--- src/rtl/conv_pool_stage_param.sv ---
// Post-convolution stage: grouped psum accumulation, ReLU/shift/saturate, then 2x2 stride-2
// max/average pooling across NUM_CH channels, emitting pooled-memory write beats.
module conv_pool_stage_param #(
    parameter int NUM_CH           = 2,
    parameter int GROUP_SIZE       = 3,
    parameter int ACCUM_DATA_WIDTH = 32,
    parameter int DATA_WIDTH       = 8,
    parameter int FRAC_SHIFT       = 0,
    parameter int OUT_W            = 4,
    parameter int OUT_H            = 4,
    parameter int POOL_ADDR_WIDTH  = 8
) (
    input  logic                                            clock,
    input  logic                                            reset,
    input  logic                                            start,
    input  logic                                            pool_mode,
    input  logic                                            relu_en,
    input  logic                                            in_valid,
    input  logic [ACCUM_DATA_WIDTH*NUM_CH*GROUP_SIZE-1:0]   psum_all,
    output logic                                            wr_en,
    output logic [POOL_ADDR_WIDTH-1:0]                      wr_addr,
    output logic [DATA_WIDTH*NUM_CH-1:0]                    wr_data,
    output logic                                            busy,
    output logic                                            done,
    output logic                                            sat_flag
);
    localparam int NUM_DSP = NUM_CH * GROUP_SIZE;
    localparam int SUM_W   = ACCUM_DATA_WIDTH + $clog2(GROUP_SIZE);
    localparam int PW      = DATA_WIDTH + 2;
    localparam int COL_W   = $clog2(OUT_W);
    localparam int ROW_W   = $clog2(OUT_H);
    localparam int BIDX_W  = (OUT_W > 2) ? $clog2(OUT_W / 2) : 1;
    localparam logic [COL_W-1:0] COL_LAST = COL_W'(OUT_W - 1);
    localparam logic [ROW_W-1:0] ROW_LAST = ROW_W'(OUT_H - 1);
    localparam logic signed [SUM_W-1:0] SAT_MAX = {{(SUM_W-DATA_WIDTH+1){1'b0}}, {(DATA_WIDTH-1){1'b1}}};
    localparam logic signed [SUM_W-1:0] SAT_MIN = {{(SUM_W-DATA_WIDTH+1){1'b1}}, {(DATA_WIDTH-1){1'b0}}};

    typedef enum logic [1:0] {S_IDLE, S_RUN, S_DONE} state_t;
    state_t r_state, w_next;

    logic                                r_mode, r_relu, r_sat;
    logic                                r_s1_valid, r_s2_valid;
    logic signed [SUM_W-1:0]             r_s1_sum [NUM_CH];
    logic signed [DATA_WIDTH-1:0]        r_s2_val [NUM_CH];
    logic signed [DATA_WIDTH-1:0]        r_hold   [NUM_CH];
    logic signed [PW-1:0]                r_rowbuf [NUM_CH][OUT_W/2];
    logic [COL_W-1:0]                    r_col;
    logic [ROW_W-1:0]                    r_row;
    logic [POOL_ADDR_WIDTH-1:0]          r_addr, r_wr_addr;
    logic [DATA_WIDTH*NUM_CH-1:0]        r_wr_data;
    logic                                r_wr_en, r_last_wr;

    logic signed [ACCUM_DATA_WIDTH-1:0]  w_psum  [NUM_DSP];
    logic signed [SUM_W-1:0]             w_sum   [NUM_CH];
    logic signed [SUM_W-1:0]             w_relu  [NUM_CH];
    logic signed [SUM_W-1:0]             w_shift [NUM_CH];
    logic signed [DATA_WIDTH-1:0]        w_s2_val[NUM_CH];
    logic [NUM_CH-1:0]                   w_clip;
    logic signed [PW-1:0]                w_v [NUM_CH], w_h [NUM_CH];
    logic signed [PW-1:0]                w_pair [NUM_CH], w_quad [NUM_CH], w_avg [NUM_CH];
    logic signed [DATA_WIDTH-1:0]        w_out [NUM_CH];
    logic [BIDX_W-1:0]                   w_bidx;
    logic                                w_s1_take;

    assign w_s1_take = (r_state == S_RUN) && in_valid;
    assign w_bidx    = BIDX_W'(r_col >> 1);

    always_comb begin
        for (int unsigned k = 0; k < NUM_DSP; k++)
            w_psum[k] = psum_all[k*ACCUM_DATA_WIDTH +: ACCUM_DATA_WIDTH];
        for (int unsigned c = 0; c < NUM_CH; c++) begin
            w_sum[c] = '0;
            for (int unsigned g = 0; g < GROUP_SIZE; g++)
                w_sum[c] = w_sum[c] + SUM_W'(w_psum[c*GROUP_SIZE+g]);
        end
    end

    always_comb begin
        w_clip = '0;
        for (int unsigned c = 0; c < NUM_CH; c++) begin
            w_relu[c]  = (r_relu && r_s1_sum[c][SUM_W-1]) ? '0 : r_s1_sum[c];
            w_shift[c] = w_relu[c] >>> FRAC_SHIFT;
            w_s2_val[c] = w_shift[c][DATA_WIDTH-1:0];
            if (w_shift[c] > SAT_MAX) begin
                w_s2_val[c] = SAT_MAX[DATA_WIDTH-1:0];
                w_clip[c]   = 1'b1;
            end else if (w_shift[c] < SAT_MIN) begin
                w_s2_val[c] = SAT_MIN[DATA_WIDTH-1:0];
                w_clip[c]   = 1'b1;
            end
        end
    end

    // Pair result feeds both the rowbuf (even row) and the final 2x2 combine (odd row).
    always_comb begin
        for (int unsigned c = 0; c < NUM_CH; c++) begin
            w_v[c]    = PW'(r_s2_val[c]);
            w_h[c]    = PW'(r_hold[c]);
            w_pair[c] = r_mode ? (w_h[c] + w_v[c]) : ((w_h[c] > w_v[c]) ? w_h[c] : w_v[c]);
            w_quad[c] = r_mode ? (r_rowbuf[c][w_bidx] + w_pair[c])
                               : ((r_rowbuf[c][w_bidx] > w_pair[c]) ? r_rowbuf[c][w_bidx] : w_pair[c]);
            w_avg[c]  = w_quad[c] >>> 2;
            w_out[c]  = r_mode ? w_avg[c][DATA_WIDTH-1:0] : w_quad[c][DATA_WIDTH-1:0];
        end
    end

    always_ff @(posedge clock) begin
        if (!reset) r_state <= S_IDLE;
        else        r_state <= w_next;
    end

    always_comb begin
        w_next = r_state;
        case (r_state)
            S_IDLE:  if (start) w_next = S_RUN;
            S_RUN:   if (r_last_wr) w_next = S_DONE;
            S_DONE:  w_next = S_IDLE;
            default: w_next = S_IDLE;
        endcase
    end

    always_comb begin
        busy = 1'b0;
        done = 1'b0;
        case (r_state)
            S_RUN:   busy = 1'b1;
            S_DONE:  done = 1'b1;
            default: ;
        endcase
    end

    always_ff @(posedge clock) begin
        if (!reset) begin
            r_mode <= 1'b0; r_relu <= 1'b0; r_sat <= 1'b0;
            r_s1_valid <= 1'b0; r_s2_valid <= 1'b0;
            r_col <= '0; r_row <= '0; r_addr <= '0;
            r_wr_en <= 1'b0; r_last_wr <= 1'b0; r_wr_addr <= '0; r_wr_data <= '0;
            for (int unsigned c = 0; c < NUM_CH; c++) begin
                r_s1_sum[c] <= '0; r_s2_val[c] <= '0; r_hold[c] <= '0;
            end
        end else begin
            r_wr_en    <= 1'b0;
            r_last_wr  <= 1'b0;
            r_s1_valid <= w_s1_take;
            r_s2_valid <= r_s1_valid;
            if (w_s1_take) r_s1_sum <= w_sum;
            if (r_s1_valid) begin
                r_s2_val <= w_s2_val;
                if (|w_clip) r_sat <= 1'b1;
            end
            if (r_state == S_IDLE && start) begin
                r_mode <= pool_mode; r_relu <= relu_en; r_sat <= 1'b0;
                r_col <= '0; r_row <= '0; r_addr <= '0;
            end else if (r_s2_valid) begin
                if (!r_col[0]) begin
                    for (int unsigned c = 0; c < NUM_CH; c++) r_hold[c] <= r_s2_val[c];
                end else if (r_row[0]) begin
                    r_wr_en   <= 1'b1;
                    r_wr_addr <= r_addr;
                    r_addr    <= r_addr + 1'b1;
                    r_last_wr <= (r_col == COL_LAST) && (r_row == ROW_LAST);
                    for (int unsigned c = 0; c < NUM_CH; c++)
                        r_wr_data[c*DATA_WIDTH +: DATA_WIDTH] <= w_out[c];
                end
                if (r_col == COL_LAST) begin
                    r_col <= '0;
                    r_row <= (r_row == ROW_LAST) ? '0 : r_row + 1'b1;
                end else begin
                    r_col <= r_col + 1'b1;
                end
            end
        end
    end

    always_ff @(posedge clock) begin
        if (reset && r_s2_valid && r_col[0] && !r_row[0])
            for (int unsigned c = 0; c < NUM_CH; c++) r_rowbuf[c][w_bidx] <= w_pair[c];
    end

    assign wr_en    = r_wr_en;
    assign wr_addr  = r_wr_addr;
    assign wr_data  = r_wr_data;
    assign sat_flag = r_sat;
endmodule
--- config.mk ---
export PLATFORM = sky130hd
export DESIGN_NAME = conv_pool_stage_param
export DESIGN_NICKNAME = d
export VERILOG_FILES = /design/src/rtl/conv_pool_stage_param.sv
export SDC_FILE = /design/constraint.sdc
export NUM_CORES = 1
export LEC_CHECK = 0
export CORE_ASPECT_RATIO = 0.7
export CORE_MARGIN = 4
export CORE_UTILIZATION = 57
export CTS_BUF_LIST = sky130_fd_sc_hd__clkbuf_2
export DETAILED_ROUTE_END_ITERATION = 10
export HOLD_SLACK_MARGIN = 0.05
export PLACE_DENSITY = 0.88
export SLEW_MARGIN = 20
export SYNTH_ARGS = -nofsm -noshare
export SYNTH_HDL_FRONTEND = slang
export SYNTH_SLANG_ARGS = --single-unit
--- constraint.sdc ---
create_clock -name clock -period 5.49 [get_ports clock]
set_clock_uncertainty 0.2 [all_clocks]
set_input_delay 0.549 -clock clock [delete_from_list [all_inputs] [get_ports clock]]
set_output_delay 0.549 -clock clock [all_outputs]
set_load 0.02 [all_outputs]
# Word-level counts from Yosys, hierarchy flattened
# Memories as Yosys holds them, arrays and structs flattened.
# Index checks and enable logic that the tools add are counted.
[op_classes] add_sub_neg=11 magnitude_cmp=10 n_eq_ne=6 mux=46 bitwise=8 n_reduce_logical=20
[op_table] cell="$mux 10" count=15
[op_table] cell="$add 33x32->34" count=2
[op_table] cell="$gt 34x8->1 const B" count=2
[op_table] cell="$lt 34x8->1 const B" count=2
[op_table] cell="$mux 34" count=2
[op_table] cell="$add 32x32->33" count=2
[op_table] cell="$mux 8" count=8
[op_table] cell="$add 10x10->10" count=2
[op_table] cell="$gt 10x10->1" count=2
[op_table] cell="$mux 20" count=1
[op_table] cell="$add 8x8->9" count=2
[op_table] cell="$gt 8x8->1" count=2
[op_table] cell="$mux 1" count=14
[op_table] cell="$demux 10 s1" count=1
[op_table] cell="$logic_and 1x1->1" count=9
[op_table] cell="$add 8x1->8 const B" count=1
[op_table] cell="$mux 2" count=4
[op_table] cell="$eq 2x2->1 const B" count=3
[op_table] cell="$reduce_and 2->1" count=3
[op_table] cell="$not 1->1" count=5
[op_table] cell="$reduce_or 5->1" count=1
[op_table] cell="$add 2x1->2 const B" count=2
[op_table] cell="$ne 2x2->1 const B" count=2
[op_table] cell="$pmux 2 s2" count=1
[op_table] cell="other kinds (11)" count=13
[word_totals] regBits=129 ram_bits=56 inputBits=198 out_inout_bits=28 n_memories=2
[memory_table] name="r_rowbuf" words=2 word_bits=20 rd=2 rd_ports_with_merged_regs=0 wr=2 line_no="46" source="logic signed [PW-1:0] r_rowbuf [NUM_CH][OUT_W/2];"
[memory_table] name="r_hold" words=2 word_bits=8 rd=2 rd_ports_with_merged_regs=0 wr=2 line_no="45" source="logic signed [DATA_WIDTH-1:0] r_hold [NUM_CH];"

# Longest topological paths before layout
# Gate-level depths: netlist of the first run.
[logic_depth] depth_word=8 ltp_mapped=21 ltp_nobuf=19

# Least setup slack after synthesis of the first run
# No wires, ideal clock.
[synth_timing] kind="flip-flop to flip-flop" startpoint="memory r_hold[1][5] (netlist: r_hold[0][13])" endpoint="register r_wr_data[11] (netlist: wr_data[11])" arrival_time_ps=3965 required_ps=5216 path_slack_ps=1251 stages_incl_launch_ff=19 path_buffers=1 period_less_slack_ps=4239 cell_sequence="edfxtp_1 > ha_1 > a21o_1 > a2111o_1 > nor3b_2 > nor2_2 > mux2i_1 > mux2i_1 > inv_1 > ha_1 > nor2b_1 > o21a_1 > o21a_1 > o21ai_0 > a31o_2 > clkbuf_1 > a21oi_1 > a211o_1 > a31oi_1"
[synth_lines] item="start, declared" line_no="45"
[synth_lines] item="end signal, assigned by index" line_no="163" source="r_wr_data[c*DATA_WIDTH +: DATA_WIDTH] <= w_out[c];"
[synth_lines] item="end, declared" line_no="50" source="logic [DATA_WIDTH*NUM_CH-1:0] r_wr_data;"

==> summary.txt, run 1 <==
Die H = 140 um
CTS sink cnt = 181
Core ar. = 24600 um2
initial antenna violation count = 1
maxcap violations = 0
Synth area leader = dfxtp_1
TritonCTS Buffers = 17
WS Path Type = reg -> reg
DRT iter0 DRCs = 1025
count of hold-fix buffers inserted at cts = 0
vias in the first global route = 12695
fin cells = 2124
worst vdd ir = 0.000140 V
Hold Crit Class = in -> reg
cell row count = 48
setup bufs post-CTS = 0
final worst slack = 0.598 ns
critical path data required time = 5.99 ns
total gr overflow = 0
Post-Place Cells = 2091
post-cts resize count = 0
layout cell share with drive strength beyond 1 = 5.56%
DRC violations left = 0
relative slew slack = 30.7%
DR WL/cell = 18.6 um
Yosys reg bits = 181
H-Tree Depth = 4
DR vias = 12999
met1 usage = 38.7%
Fin Setup TNS = 0 ns
top post-synthesis cells by area = dfxtp_1 (18%), ha_1 (12%), edfxtp_1 (11%), fa_1 (9.6%), a21oi_1 (5.5%)
synthesized instance count = 1597
clk_lat worst skew = 0.78 ns
drt total wl = 39500 um
CTS Buffer Depth = 2
largest net degree at the start of global routing = 43
post-detail-place hpwl = 30900 um
global routing usage on met3 = 5.67%
Pwr Density = 238 nW/um2
root buffer cell = clkbuf_2
commonest register cell after synthesis = dfxtp_1
Setup WS pre-CTS = 0.725 ns
critical path peak fanout = 6
Max Freq = 204 MHz
drt first pass iters = 5
Slew Viols, Final = 0
Yosys Warn Count = 0
CP Launch Type = flip-flop
fin nets = 2186
Initial Util = 57.7%
Leak = 6.73 nW
clock-pin slew on the worst setup and hold paths = 0.23 ns
Final GP Congestion = 0.920
post-synth cell types = 87
grt peak-use layer = met2
CP Data Arrival Time = 5.39 ns
Area Overhead vs Synth = 19.5%
RSZ-0062 raised after global routing = no
EDFF count, synth = 52
area of the die = 27600 um2
Tcrit/Tclk final = 89.1%
synthesized area = 14200 um2
crit path time final = 4.89 ns
status = finished clean
Async SR Flop Fraction = 0%
syn avg cell area = 8.90 um2
top-area cell type share of the netlist area = 18.2%
first-pass GRT wire length = 63400 um
syn nets = 1998
M2 GR Usage = 45.5%
PortBufs = 225
Setup crit end kind = flip-flop
# setup viols final = 0
Final Util = 69.0%
TritonCTS clock tree = built
die extent in x = 197 um
io pins = 226
gr usage total = 27.8%
synth cell count leaders = a21oi_1 (156), nand2_1 (147), ha_1 (135)
top-count cell post-synth = a21oi_1
hold_ws = 0.130 ns
number of vias per cell = 6.12
sequential area share after synthesis = 29.1%
Slew @ Worst Pin = 1.04 ns
Final Hold Fails = 0
Post-DRT Antenna Nets = 0
==> path summary, 6_finish.rpt <==
path / slack, ns / to / cells past startpoint / startpoint
max: 0.60 / wr_data[14] / 18 / r_s2_val[5]
min: 0.13 / r_relu / 3 / relu_en
max reg2reg: 0.60 / wr_data[14] / 18 / r_s2_val[5]
min reg2reg: 0.28 / wr_addr[2] / 2 / wr_addr[2]
==> kinds of logic after synthesis <==
logic type	after synthesis	synth area share, %
fa+ha+maj	203	21.5
buf+inv	156	4.65
mux	48	3.55
flops	181	29.1
compound gates	466	20.8
simple gates	488	17.0
xor+xnor	55	3.39
==> where the power goes <==
part           switching, mW  internal (mW)
combinational          0.920          0.715
clock                  0.476          0.437
sequential            0.0565           1.44
==> metrics by stage <==
step | total power [mW] | area (um2)
global route | 4.28 | 17000
detailed placement | 3.11 | 16600
floorplan | 2.62 | 14200
finish | 4.04 | 17000
global placement | 3.07 | 16600
CTS | 4.02 | 17000
==> placed cells by master, fill, tap and decap left out, drive strengths merged, types with 6 or more instances in the layout <==
| master | Yosys | layout |
|---|---|---|
| bufinv | 0 | 7 |
| ha | 135 | 135 |
| mux2i | 28 | 28 |
| o211ai | 22 | 22 |
| xor2 | 20 | 20 |
| nand3 | 43 | 43 |
| a211o | 8 | 8 |
| nand2 | 147 | 147 |
| nor2 | 101 | 101 |
| clkbuf | 58 | 18 |
| nor3 | 34 | 34 |
| mux2 | 20 | 20 |
| clkdlybuf4s50 | 1 | 224 |
| xnor2 | 35 | 35 |
| a2111oi | 6 | 6 |
| nor2b | 12 | 12 |
| nand3b | 6 | 6 |
| nand2b | 13 | 13 |
| or3 | 16 | 16 |
| and3 | 11 | 11 |
| a21oi | 157 | 157 |
| and2 | 19 | 19 |
| nor4 | 22 | 22 |
| a31o | 8 | 8 |
| o31ai | 10 | 10 |
| a31oi | 28 | 28 |
| nand4 | 37 | 37 |
| inv | 90 | 93 |
| a21o | 36 | 36 |
| edfxtp | 52 | 52 |
| o21ai | 105 | 105 |
| o21a | 18 | 18 |
| o21bai | 11 | 11 |
| buf | 7 | 11 |
| a211oi | 17 | 17 |
| fa | 68 | 68 |
| dfxtp | 129 | 129 |
==> metal layers <==
| layer | vias to the layer above | wire [um] | share of wire, % |
|---|---|---|---|
| met3 | 56 | 3110 | 7.9 |
| li1 | 6198 | - | - |
| met1 | 6203 | 17800 | 45 |
| met5 | - | 0 | 0 |
| met2 | 542 | 18000 | 46 |
| met4 | 0 | 581 | 1.5 |
==> final cells by class <==
class                   count  area, um2
clock inverters            14        254
fillers                  2004       7630
well taps                 325        407
inverters                  90        338
repair buffers            235       2320
diodes                      1       2.50
flip-flops and latches    181       4140
multi-input cells        1260       9440
clock buffers              18       90.1
==> sequential cells by signal, indices dropped and copies added, names as in the netlist, 8 cells and up <==
register  cells
r_addr        8
wr_addr       8
wr_data      16
r_rowbuf     36
r_hold       16
r_s2_val     16
r_s1_sum     68
==> critical path, cell delays in order (launching register included) <==
cell and delay (ns):
dfxtp_1 0.42, inv_1 0.07, ha_1 0.34, a21o_1 0.19
a2111o_1 0.47, nor3b_2 0.30, nor2_2 0.16, mux2i_1 0.16
mux2i_1 0.31, inv_1 0.08, ha_1 0.35, nand2b_1 0.14
a21oi_1 0.09, o21bai_1 0.41, a2111oi_0 0.25, or4_1 0.51
a21oi_1 0.14, a31oi_1 0.06, a21oi_1 0.18
(Power assumes the default switching activity.)
==> inputs of run 2 (changes only) <==
Settings changed: SLEW_MARGIN 20 to 10.
==> summary.txt, run 2 (same netlist as run 1, synthesis figures left out) <==
initial antenna violation count = 1 (unchanged)
# setup viols final = 0 (unchanged)
DRC violations left = 0 (unchanged)
slowest CP cell = or4_1
Setup WS pre-CTS = 0.725 ns (unchanged)
Slew @ Worst Pin = 1.19 ns (+0.151 ns)
Core ar. = 24600 um2 (unchanged)
worst vdd ir = 0.000140 V (about the same)
Hold Path Depth = 3 (unchanged)
Met3 Wirelength = 3170 um (+1.7%)
total gr overflow = 0 (unchanged)
largest registers = r_s1_sum (68), r_rowbuf (36)
DR vias = 13010 (+0.085%)
relative slew slack = 20.5% (-10 points)
CTS Buffer Depth = 2 (unchanged)
setup bufs post-CTS = 0 (unchanged)
critical path peak fanout = 6 (unchanged)
CP Launch Type = flip-flop
H-Tree Depth = 4 (unchanged)
clock-pin slew on the worst setup and hold paths = 0.23 ns (about the same)
Initial Util = 57.7% (unchanged)
TritonCTS Buffers = 17 (unchanged)
DRT iter0 DRCs = 1037 (+1.2%)
Hold Crit Class = in -> reg
routed wl met2 = 18000 um (-0.27%)
count of hold-fix buffers inserted at cts = 0 (unchanged)
Pwr Density = 238 nW/um2 (about the same)
most used cell, CP = a21oi_1
Area Overhead vs Synth = 19.5% (about the same)
Power, Total = 4.04 mW (about the same)
max reg flops = 68 (unchanged)
largest net degree at the start of global routing = 43 (unchanged)
Post-DRT Antenna Nets = 0 (unchanged)
clk_lat worst skew = 0.78 ns (about the same)
vias in the first global route = 12695 (unchanged)
uppermost layer routed = met4
largest register by flop count = r_s1_sum
gr usage total = 27.8% (unchanged)
final worst slack = 0.604 ns (+0.00543 ns)
drt first pass iters = 5 (unchanged)
DR WL/cell = 18.6 um (about the same)
R2R cell count = 18 (unchanged)
PortBufs = 225 (unchanged)
most frequent cells in the layout = clkdlybuf4s50_1 (224), a21oi_1 (156), nand2_1 (146)
status = finished clean
first-pass GRT wire length = 63400 um (unchanged)
Tcrit/Tclk final = 89.0% (-0.099 points)
layout cell share with drive strength beyond 1 = 5.51% (-0.056 points)
most common cell after layout, fill and taps aside = clkdlybuf4s50_1
Final GP Congestion = 0.920 (unchanged)
Max Freq = 205 MHz (+0.11%)
WS Path Type = reg -> reg
Setup crit end kind = flip-flop
die extent in x = 197 um (unchanged)
maxcap violations = 0 (unchanged)
Fin Setup TNS = 0 ns (unchanged)
number of vias per cell = 6.13 (about the same)
post-detail-place hpwl = 30900 um (unchanged)
critical path's largest stage delay = 0.51 ns (about the same)
io pins = 226 (unchanged)
CTS sink cnt = 181 (unchanged)
root buffer cell = clkbuf_2
Final Hold Fails = 0 (unchanged)
TritonCTS clock tree = built
cell row count = 48 (unchanged)
CP Data Arrival Time = 5.38 ns (about the same)
wire length on met1 = 17800 um (about the same)
drt total wl = 39500 um (about the same)
Leak = 6.73 nW (about the same)
Die H = 140 um (unchanged)
RSZ-0062 raised after global routing = no
Slew Viols, Final = 0 (unchanged)
area of the die = 27600 um2 (unchanged)
hold_ws = 0.132 ns (+0.00269 ns)
post-cts resize count = 0 (unchanged)
crit-path cells = inv_1 -> ha_1 -> a21o_1 -> a2111o_1 -> nor3b_2 -> nor2_2 -> mux2i_1 -> mux2i_1 -> inv_1 -> ha_1 -> nand2b_1 -> a21oi_1 -> o21bai_1 -> a2111oi_0 -> or4_1 -> a21oi_1 -> a31oi_1 -> a21oi_1
fin nets = 2186 (unchanged)
crit path time final = 4.89 ns (-0.00543 ns)
critical path data required time = 5.98 ns (about the same)
[run 2: changes by cell type in the layout (fill, tap and decap cells not counted)]
cell and delta:
nand2_1 +1, nand2_2 -1
[run 2: worst paths after layout]
check | from | end | slack, ns
setup / recovery | r_s2_val[5] | wr_data[14] | 0.60
hold / removal | relu_en | r_relu | 0.13
setup reg to reg | r_s2_val[5] | wr_data[14] | 0.60
hold reg to reg | wr_addr[2] | wr_addr[2] | 0.28
[run 2: power by group]
group | switching (mW) | total [mW] | internal (mW) | leakage [nW]
Clock | 0.475 | 0.912 | 0.437 | 0.198
Combinational | 0.920 | 1.64 | 0.715 | 4.99
Sequential | 0.0568 | 1.50 | 1.44 | 1.54
[run 2: layout make-up]
cell class	instances	area (um2)
clock buffers	18	90.1
diodes	1	2.50
fillers	2005	7630
inverters	90	338
multi-input cells	1260	9430
clock inverters	14	254
flip-flops and latches	181	4140
repair buffers	235	2320
well taps	325	407
[run 2: metal layers]
| layer | track usage (%) | up-vias |
|---|---|---|
| met5 | 0 | - |
| met4 | 5.80 | 0 |
| met3 | 5.67 | 55 |
| met2 | 45.5 | 552 |
| met1 | 38.7 | 6206 |
| li1 | - | 6197 |
[run 2: metrics by stage]
| stage | utilization (%) | instances | cell area (um2) |
|---|---|---|---|
| final | 69.0 | 2124 | 17000 |
| after global routing | 69.0 | 2124 | 17000 |
| after CTS | 69.0 | 2123 | 17000 |
| after detailed placement | 67.6 | 2091 | 16600 |
| after global placement | 67.6 | 2091 | 16600 |
| after floorplan | - | 1597 | 14200 |
[run 2: worst max-delay path, delay by kind of cell, from the launching register on]
kind / cells / cell delay [ns]
buffers and inverters: 2 / 0.16
muxes: 2 / 0.48
and+or+nand+nor: 4 / 1.11
DFF: 1 / 0.42
adders and majority gates: 2 / 0.69
AOI/OAI and AO/OA: 8 / 1.78
==> inputs of run 3 (changes only) <==
Settings changed: CORE_UTILIZATION 57 to 50, PLACE_DENSITY 0.88 to 0.79, REMOVE_ABC_BUFFERS set to 1.
==> summary.txt, run 3 (same netlist as run 1, synthesis figures left out) <==
status = finished clean
setup bufs post-CTS = 0 (unchanged)
vias in the first global route = 12419 (-2.2%)
critical path peak fanout = 6 (unchanged)
Met3 Wirelength = 2010 um (-36%)
post-detail-place hpwl = 29500 um (-4.5%)
Leak = 6.71 nW (-0.31%)
die extent in x = 210 um (+6.5%)
Final GP Congestion = 0.926 (+0.67%)
clock-pin slew on the worst setup and hold paths = 0.30 ns (+0.07 ns)
largest registers = r_s1_sum (68), r_rowbuf (36)
CTS Buffer Depth = 2 (unchanged)
post-route cell area = 17000 um2 (+0.13%)
drt total wl = 37900 um (-4.1%)
most frequent cells in the layout = clkdlybuf4s50_1 (224), a21oi_1 (156), nand2_1 (146)
DRT iter0 DRCs = 1064 (+2.6%)
layout cell share with drive strength beyond 1 = 5.66% (+0.15 points)
TritonCTS Buffers = 17 (unchanged)
drt first pass iters = 5 (unchanged)
Post-DRT Antenna Nets = 0 (unchanged)
Post-DP Area = 16700 um2 (+0.44%)
Die H = 149 um (+6.4%)
ANT cells = 0 (-1)
CTS sink cnt = 181 (unchanged)
cell row count = 51 (+6.3%)
fin cells = 2173 (+2.3%)
DR WL/cell = 17.4 um (-6.3%)
Hold Crit Class = in -> reg
Tcrit/Tclk final = 88.4% (-0.61 points)
number of vias per cell = 5.85 (-4.4%)
WS Path Type = reg -> reg
H-Tree Depth = 4 (unchanged)
post-cts resize count = 0 (unchanged)
worst vdd ir = 0.000212 V (+52%)
# setup viols final = 0 (unchanged)
PortBufs = 225 (unchanged)
io pins = 226 (unchanged)
routed wl met2 = 17500 um (-2.7%)
slowest CP cell = or4_1
Post-Place Cells = 2139 (+2.3%)
CP Launch Type = flip-flop
Final Hold Fails = 0 (unchanged)
critical path data required time = 6.07 ns (+0.09 ns)
most common cell after layout, fill and taps aside = clkdlybuf4s50_1
CP Data Arrival Time = 5.43 ns (+0.05 ns)
crit path time final = 4.85 ns (-0.0336 ns)
largest register by flop count = r_s1_sum
Slew Viols, Final = 0 (unchanged)
largest net degree at the start of global routing = 66 (+53%)
RSZ-0062 raised after global routing = no
relative slew slack = 32.1% (+12 points)
Slew @ Worst Pin = 1.02 ns (-0.171 ns)
wire length on met1 = 17900 um (+0.59%)
Max Freq = 206 MHz (+0.69%)
crit-path cells = inv_1 -> ha_1 -> a21o_1 -> a2111o_1 -> nor3b_2 -> nor2_2 -> mux2i_1 -> mux2i_1 -> inv_1 -> ha_1 -> nand2b_1 -> a21oi_1 -> o21bai_1 -> a2111oi_0 -> or4_1 -> a21oi_1 -> a31oi_1 -> a21oi_1
DR vias = 12718 (-2.2%)
root buffer cell = clkbuf_2
Pwr Density = 228 nW/um2 (-4.1%)
Core ar. = 27900 um2 (+13%)
DRC violations left = 0 (unchanged)
fin nets = 2190 (+0.18%)
max reg flops = 68 (unchanged)
first-pass GRT wire length = 62300 um (-1.8%)
Initial Util = 51.0% (-6.8 points)
clk_lat worst skew = 0.81 ns (+0.03 ns)
Fin Setup TNS = 0 ns (unchanged)
initial antenna violation count = 0 (-1)
maxcap violations = 0 (unchanged)
total gr overflow = 0 (unchanged)
uppermost layer routed = met4
Area Overhead vs Synth = 19.6%
area of the die = 31200 um2 (+13%)
Setup crit end kind = flip-flop
critical path's largest stage delay = 0.51 ns (about the same)
TritonCTS clock tree = built
gr usage total = 23.9% (-3.9 points)
most used cell, CP = a21oi_1
[run 3: cell count changes in the layout (fill, tap and decap cells not counted), moves of 2 or more]
| cell | change |
|---|---|
| clkinvlp_4 | +2 |
| inv_6 | +2 |
| inv_8 | +3 |
| buf_4 | +2 |
| dlygate4sd3_1 | +2 |
| bufinv_16 | -4 |
[run 3: cell type report]
| cell class | instances | area, um2 |
|---|---|---|
| timing repair buffer | 239 | 2360 |
| multi-input combinational | 1260 | 9430 |
| sequential | 181 | 4140 |
| inverter | 90 | 338 |
| clock buffer | 17 | 85.1 |
| clock inverter | 15 | 191 |
| fill | 2416 | 10900 |
| tap | 371 | 464 |
[run 3: final timing paths]
check / endpoint / startpoint / slack [ns] / cells after the start
hold reg to reg: wr_addr[3] / wr_addr[3] / 0.27 / 2
hold / removal: r_mode / pool_mode / 0.12 / 3
setup reg to reg: wr_data[14] / r_s2_val[5] / 0.64 / 18
setup / recovery: wr_data[14] / r_s2_val[5] / 0.64 / 18
[run 3: metrics by stage]
step / setup slack, ns / util, % / hold slack, ns / total power [mW]
6_report: 0.637 / 61.0 / 0.116 / 3.88
3_3_place_gp: 0.919 / 59.9 / 0.245 / 3.06
5_1_grt: 0.301 / 61.0 / 0.0535 / 4.14
2_1_floorplan: 1.33 / - / 0.232 / 2.59
3_5_place_dp: 0.742 / 59.9 / 0.250 / 3.09
4_1_cts: 0.678 / 61.0 / 0.0627 / 3.87
[run 3: repair_timing]
| action | 4_1_cts | 5_1_grt |
|---|---|---|
| hold buffers | 2 | 0 |
| endpoints found under the setup margin | 0 | 0 |
| hold endpoints to repair | 18 | 0 |
[run 3: where the power goes]
part	internal [mW]	switching, mW	total [mW]
logic	0.715	0.890	1.60
clock network	0.268	0.520	0.788
registers	1.44	0.0488	1.49
total	2.42	1.46	3.88
[run 3: metal layers]
layer | GRT usage [%] | up-vias
li1 | - | 6182
met1 | 34.3 | 6102
met2 | 39.1 | 386
met3 | 3.47 | 48
met4 | 4.73 | 0
met5 | 0 | -
[run 3: worst max-delay path, delay by kind of cell (launching register included)]
kind / cells / cell delay, ns
buffers and inverters: 2 / 0.16
and+or+nand+nor: 4 / 1.13
DFF: 1 / 0.43
AOI/OAI and AO/OA: 8 / 1.80
adders and majority gates: 2 / 0.66
muxes: 2 / 0.48
